==> src/rtl/fetch_pkg.sv <==
// Shared types and constants for the instruction fetch sequencer.
// Includes the state encoding, memory command codes and the HALT opcode.
package fetch_pkg;

    typedef enum logic [2:0] {
        ST_RST       = 3'd0,
        ST_IF_REQ    = 3'd1,
        ST_IF_WAIT   = 3'd2,
        ST_PC_UPD    = 3'd3,
        ST_ISSUE     = 3'd4,
        ST_EXEC_WAIT = 3'd5,
        ST_EXEC_DONE = 3'd6,
        ST_HALT      = 3'd7
    } fetch_state_t;

    localparam logic [1:0] MEM_NONE    = 2'b00;
    localparam logic [1:0] MEM_READ    = 2'b01;
    localparam logic [2:0] HALT_OPCODE = 3'b111;
    localparam logic [3:0] TIMEOUT_MAX = 4'd15;

    function automatic logic is_halt(input logic [15:0] instr);
        return (instr[15:13] == HALT_OPCODE);
    endfunction

endpackage

==> src/rtl/pc_reg.sv <==
// Program counter register: async active-low reset to RESET_PC,
// increments by one on inc and wraps modulo 2^PC_W.
module pc_reg #(
    parameter int PC_W     = 9,
    parameter int RESET_PC = 0
) (
    input  logic            clk,
    input  logic            reset,
    input  logic            inc,
    output logic [PC_W-1:0] pc
);

    logic [PC_W-1:0] count_reg;

    always_ff @(posedge clk or negedge reset) begin
        if (!reset) begin
            count_reg <= PC_W'(RESET_PC);
        end else if (inc) begin
            count_reg <= count_reg + PC_W'(1);
        end
    end

    assign pc = count_reg;

endmodule

==> src/rtl/instr_fetch_ctrl.sv <==
// Fetch/issue sequencer: reads 16-bit instructions, holds them in ir and
// starts the datapath controller. Define FETCH_TIMEOUT_EN for the fetch timeout.
module instr_fetch_ctrl
    import fetch_pkg::*;
#(
    parameter int PC_W     = 9,
    parameter int RESET_PC = 0
) (
    input  logic            clk,
    input  logic            reset,
    input  logic            run,
    output logic [PC_W-1:0] mem_addr,
    output logic [1:0]      mem_cmd,
    input  logic [15:0]     mem_rdata,
    input  logic            mem_ready,
    output logic [15:0]     ir,
    output logic            s,
    input  logic            w,
    output logic [PC_W-1:0] pc,
    output logic            halted,
    output logic            fault
);

    fetch_state_t state_reg;
    fetch_state_t state_next;
    logic [15:0]  ir_reg;
    logic         ir_load;
    logic         pc_inc;
    logic         timeout_hit;
    logic [PC_W-1:0] pc_value;

    pc_reg #(
        .PC_W     (PC_W),
        .RESET_PC (RESET_PC)
    ) u_pc_reg (
        .clk   (clk),
        .reset (reset),
        .inc   (pc_inc),
        .pc    (pc_value)
    );

    assign pc_inc = (state_reg == ST_PC_UPD);

    always_ff @(posedge clk or negedge reset) begin
        if (!reset) begin
            state_reg <= ST_RST;
        end else begin
            state_reg <= state_next;
        end
    end

    always_ff @(posedge clk or negedge reset) begin
        if (!reset) begin
            ir_reg <= 16'h0000;
        end else if (ir_load) begin
            ir_reg <= mem_rdata;
        end
    end

`ifdef FETCH_TIMEOUT_EN
    logic [3:0] wait_cnt_reg;
    logic       fault_reg;

    // Counter holds the number of completed IF_WAIT cycles; the 15th miss ends the fetch.
    assign timeout_hit = (wait_cnt_reg == (TIMEOUT_MAX - 4'd1));

    always_ff @(posedge clk or negedge reset) begin
        if (!reset) begin
            wait_cnt_reg <= 4'd0;
            fault_reg    <= 1'b0;
        end else begin
            if (state_reg == ST_IF_WAIT) begin
                wait_cnt_reg <= wait_cnt_reg + 4'd1;
            end else begin
                wait_cnt_reg <= 4'd0;
            end
            if ((state_reg == ST_IF_WAIT) && !mem_ready && timeout_hit) begin
                fault_reg <= 1'b1;
            end
        end
    end

    assign fault = fault_reg;
`else
    assign timeout_hit = 1'b0;
    assign fault       = 1'b0;
`endif

    always_comb begin
        state_next = state_reg;
        ir_load    = 1'b0;
        case (state_reg)
            ST_RST: begin
                if (run) begin
                    state_next = ST_IF_REQ;
                end
            end
            ST_IF_REQ: begin
                state_next = ST_IF_WAIT;
            end
            ST_IF_WAIT: begin
                if (mem_ready) begin
                    ir_load    = 1'b1;
                    state_next = ST_PC_UPD;
                end else if (timeout_hit) begin
                    state_next = ST_HALT;
                end
            end
            ST_PC_UPD: begin
                state_next = is_halt(ir_reg) ? ST_HALT : ST_ISSUE;
            end
            ST_ISSUE: begin
                state_next = ST_EXEC_WAIT;
            end
            ST_EXEC_WAIT: begin
                // w low proves the datapath left idle and took the instruction.
                if (!w) begin
                    state_next = ST_EXEC_DONE;
                end
            end
            ST_EXEC_DONE: begin
                if (w) begin
                    state_next = run ? ST_IF_REQ : ST_RST;
                end
            end
            ST_HALT: begin
                state_next = ST_HALT;
            end
            default: begin
                state_next = ST_RST;
            end
        endcase
    end

    // Outputs decode from registered state/pc/ir only, so no input-to-output path.
    assign mem_cmd  = ((state_reg == ST_IF_REQ) || (state_reg == ST_IF_WAIT)) ? MEM_READ : MEM_NONE;
    assign mem_addr = pc_value;
    assign pc       = pc_value;
    assign ir       = ir_reg;
    assign s        = (state_reg == ST_ISSUE);
    assign halted   = (state_reg == ST_HALT);

endmodule

==> config.mk <==
export PLATFORM = sky130hd
export DESIGN_NAME = instr_fetch_ctrl
export DESIGN_NICKNAME = d
export VERILOG_FILES = /design/src/rtl/fetch_pkg.sv /design/src/rtl/pc_reg.sv /design/src/rtl/instr_fetch_ctrl.sv
export SDC_FILE = /design/constraint.sdc
export NUM_CORES = 1
export LEC_CHECK = 0
export CORE_AREA = 4 4 73 75
export CTS_CLUSTER_SIZE = 40
export DETAILED_ROUTE_END_ITERATION = 10
export DIE_AREA = 0 0 77 79
export SLEW_MARGIN = 20
export SYNTH_ARGS = -nofsm -noshare
export SYNTH_HDL_FRONTEND = slang
export SYNTH_SLANG_ARGS = --single-unit
==> constraint.sdc <==
create_clock -name clk -period 1.65 [get_ports clk]
set_input_delay 0.33 -clock clk [delete_from_list [all_inputs] [get_ports clk]]
set_output_delay 0.33 -clock clk [all_outputs]
set_load 0.05 [all_outputs]
==> results by group <==
Status
  – Status: completed

Power
  – P_int: 2.49 mW
  – Logic pwr share: 65.5%
  – Flop pwr share: 27.0%
  – Sw frac: 47.5%
  – PD cells: 2260 nW/um^2
  – LEAKAGE: 0.973 nW
  – VDD IR max: 1130 uV
  – Net load switching power: 2.26 mW
  – Clock Power Share: 7.5%
  – Total power: 4.75 mW

Synthesis
  – Synth warn: 0
  – Most frequently used flop master after synthesis: dfrtp_1
  – #FFs+latches synth: 28
  – Cells after Synth: 106
  – Asr flop ratio synth: 100%
  – Yosys top cell area share: 51.7%
  – Post-synth EDFFs: 0
  – Area contributors post-synth: dfrtp_1, mux2_4, buf_4
  – Synth unique cells: 29
  – List of most frequent post-synthesis cells: dfrtp_1, buf_4, mux2_4
  – Mean area per synthesized cell: 12.8 sq um
  – Register area share after synthesis: 51.7%
  – Mapped cell area: 1360 sq um
  – Most common cell in the netlist: dfrtp_1
  – Dominant cell type by area after synthesis: dfrtp_1

Setup path
  – CP endpoint kind: output port
  – Crit Path Class: register to output port
  – Slowest CP cell: dfrtp_1
  – Cells along the critical path: buf_6 > xnor2_2 > nor2_2 > buf_12
  – Buf/Inv on CP: 2
  – Slowest stage delay, CP: 420 ps
  – Crit Path Max Fanout: 5
  – Critical path required time: 1320 ps
  – Crit start category: register
  – WP data arrival: 1260 ps
  – CP delay by family, top: flip-flops

Clock network
  – Longest Clk Path Bufs: 2
  – CTS Sinks: 28
  – Clk pin slew, worst setup/hold paths: 90 ps
  – CTS Hold Bufs: 0
  – Worst-skew pair later-pin latency: 270 ps
  – CTS tree: done
  – H-tree levels: 1
  – TritonCTS Buffers: 3
  – CTS root buf: clkbuf_8

Floorplan
  – Die height: 79 microns
  – Die area: 6080 sq um
  – Die Wd: 77 microns
  – Starting Density: 29.1%
  – Ports: 60
  – Core area: 4660 sq um
  – Rows: 25

STA
  – Fin worst setup slack: 63.6 ps
  – Final Max Tran Viols: 0
  – Fin Clk Skew: 5.85 ps
  – Hold WS: 432 ps
  – Setup violators final: 0
  – Tcrit/Tclk final: 96.1%
  – F_max: 630 MHz
  – Final setup TNS: 0 ps
  – Crit path time final: 1590 ps
  – Final hold vios: 0

GRT
  – Vias in the first global route: 1054
  – Total track usage: 9.81%
  – Initial antenna violation count: 0
  – Largest net degree at the start of global routing: 29
  – Total gr overflow: 0
  – First-pass GRT wire length: 4880 microns

Finish
  – Layout Nets: 184
  – Post-route insts no fill: 214
  – Layout cells sized above 1: 45.0%
  – Largest register FFs: 16
  – Fill count: 424
  – Diode count: 0
  – Final core utilization: 45.0%
  – Area added between synthesis and finish: 54.7%
  – Final instance area: 2100 sq um

Routing
  – Total Wirelength: 2830 microns
  – Remaining DRCs: 0
  – Drt pass-1 iters: 3
  – Drt first-iter violations: 21
  – Routed length per instance: 13.2 microns
  – DR vias: 950
  – Drt via density: 4.44
  – DRT antenna net count: 0

Placed design
  – Pre-CTS setup slack: -131 ps
  – Placed insts: 208
  – Gpl congestion: 0.735
  – DP Area: 2020 sq um
  – Post-DP HPWL: 2190 microns
  – PortBufs: 57

Worst hold path
  – Hold Path Class: input pin to async pin

Run
  – Max Cap Viol: 0
==> cell families after synthesis <==
family | share of synthesized area (%)
compound gates | 2.68
buf+inv | 10.1
mux | 16.9
simple gates | 10.9
flops | 51.7
other cells | 0.276
xor+xnor | 5.81
fa+ha+maj | 1.66
==> cell type report <==
cell class              count  area (sq um)  area share, %
multi-input cells          62           537           25.6
repair buffers             66           747           35.6
well taps                  54          67.6           3.22
inverters                   1          3.75          0.179
flip-flops and latches     28           702           33.5
clock buffers               3          41.3           1.97
==> path summary, 6_finish.rpt <==
kind                                       startpoint  depth (start not counted)  slack (ps)                         end
max                          state_reg[0]$_DFFE_PN0P_                          4          60                  mem_cmd[0]
min                                             reset                          2         430  u_pc_reg.pc[6]$_DFFE_PN0P_
min in group clk           u_pc_reg.pc[8]$_DFFE_PN0P_                          1         500  u_pc_reg.pc[8]$_DFFE_PN0P_
max reg2reg                                  register                          5         160           ir[3]$_DFFE_PN0P_
max in group asynchronous                       reset                          2         940    state_reg[1]$_DFFE_PN0P_
min reg2reg                u_pc_reg.pc[8]$_DFFE_PN0P_                          1         500  u_pc_reg.pc[8]$_DFFE_PN0P_
==> power by group through the flow <==
stage / Sequential (mW) / Combinational, mW / Clock [mW]
after detailed placement: 1.28 / 3.07 / 0
after global routing: 1.34 / 3.26 / 0.403
after global placement: 1.27 / 3.03 / 0
after floorplan: 2.08 / 1.18 / 0
after CTS: 1.28 / 3.06 / 0.371
final: 1.28 / 3.11 / 0.356
==> per-layer routing <==
layer | up-vias | share of wire [%] | global-route usage, %
li1 | 460 | - | -
met1 | 441 | 44 | 11.8
met2 | 47 | 46 | 16.0
met3 | 2 | 9.7 | 4.31
met4 | 0 | 0.67 | 2.67
met5 | - | 0 | 0
==> worst register-to-register path: stages (launching register included) <==
cell and delay [ps]:
dfrtp_1 390, buf_4 140, nor2b_2 110, and3b_1 210, buf_12 170, mux2_2 350
==> what timing repair did <==
| item | in CTS | in global routing |
|---|---|---|
| setup endpoints to repair | 0 | 3 |
| gates resized for setup | 0 | 3 |
| setup buffers | 0 | 2 |
==> cell usage in the layout (no fill, tap or decap), types with 2 or more instances in the layout <==
cell type        count
clkbuf_8             3
nor2_1               3
clkdlybuf4s50_1     20
mux2_4              10
xor2_1               7
conb_1               2
nor3_1               4
nand2_1              6
buf_4               28
and3_1               2
dfrtp_1             27
nand4b_1             2
nand4_1              3
buf_12              16
o21ai_0              2
mux2_2               7
Power figures use the tool's default switching activity.
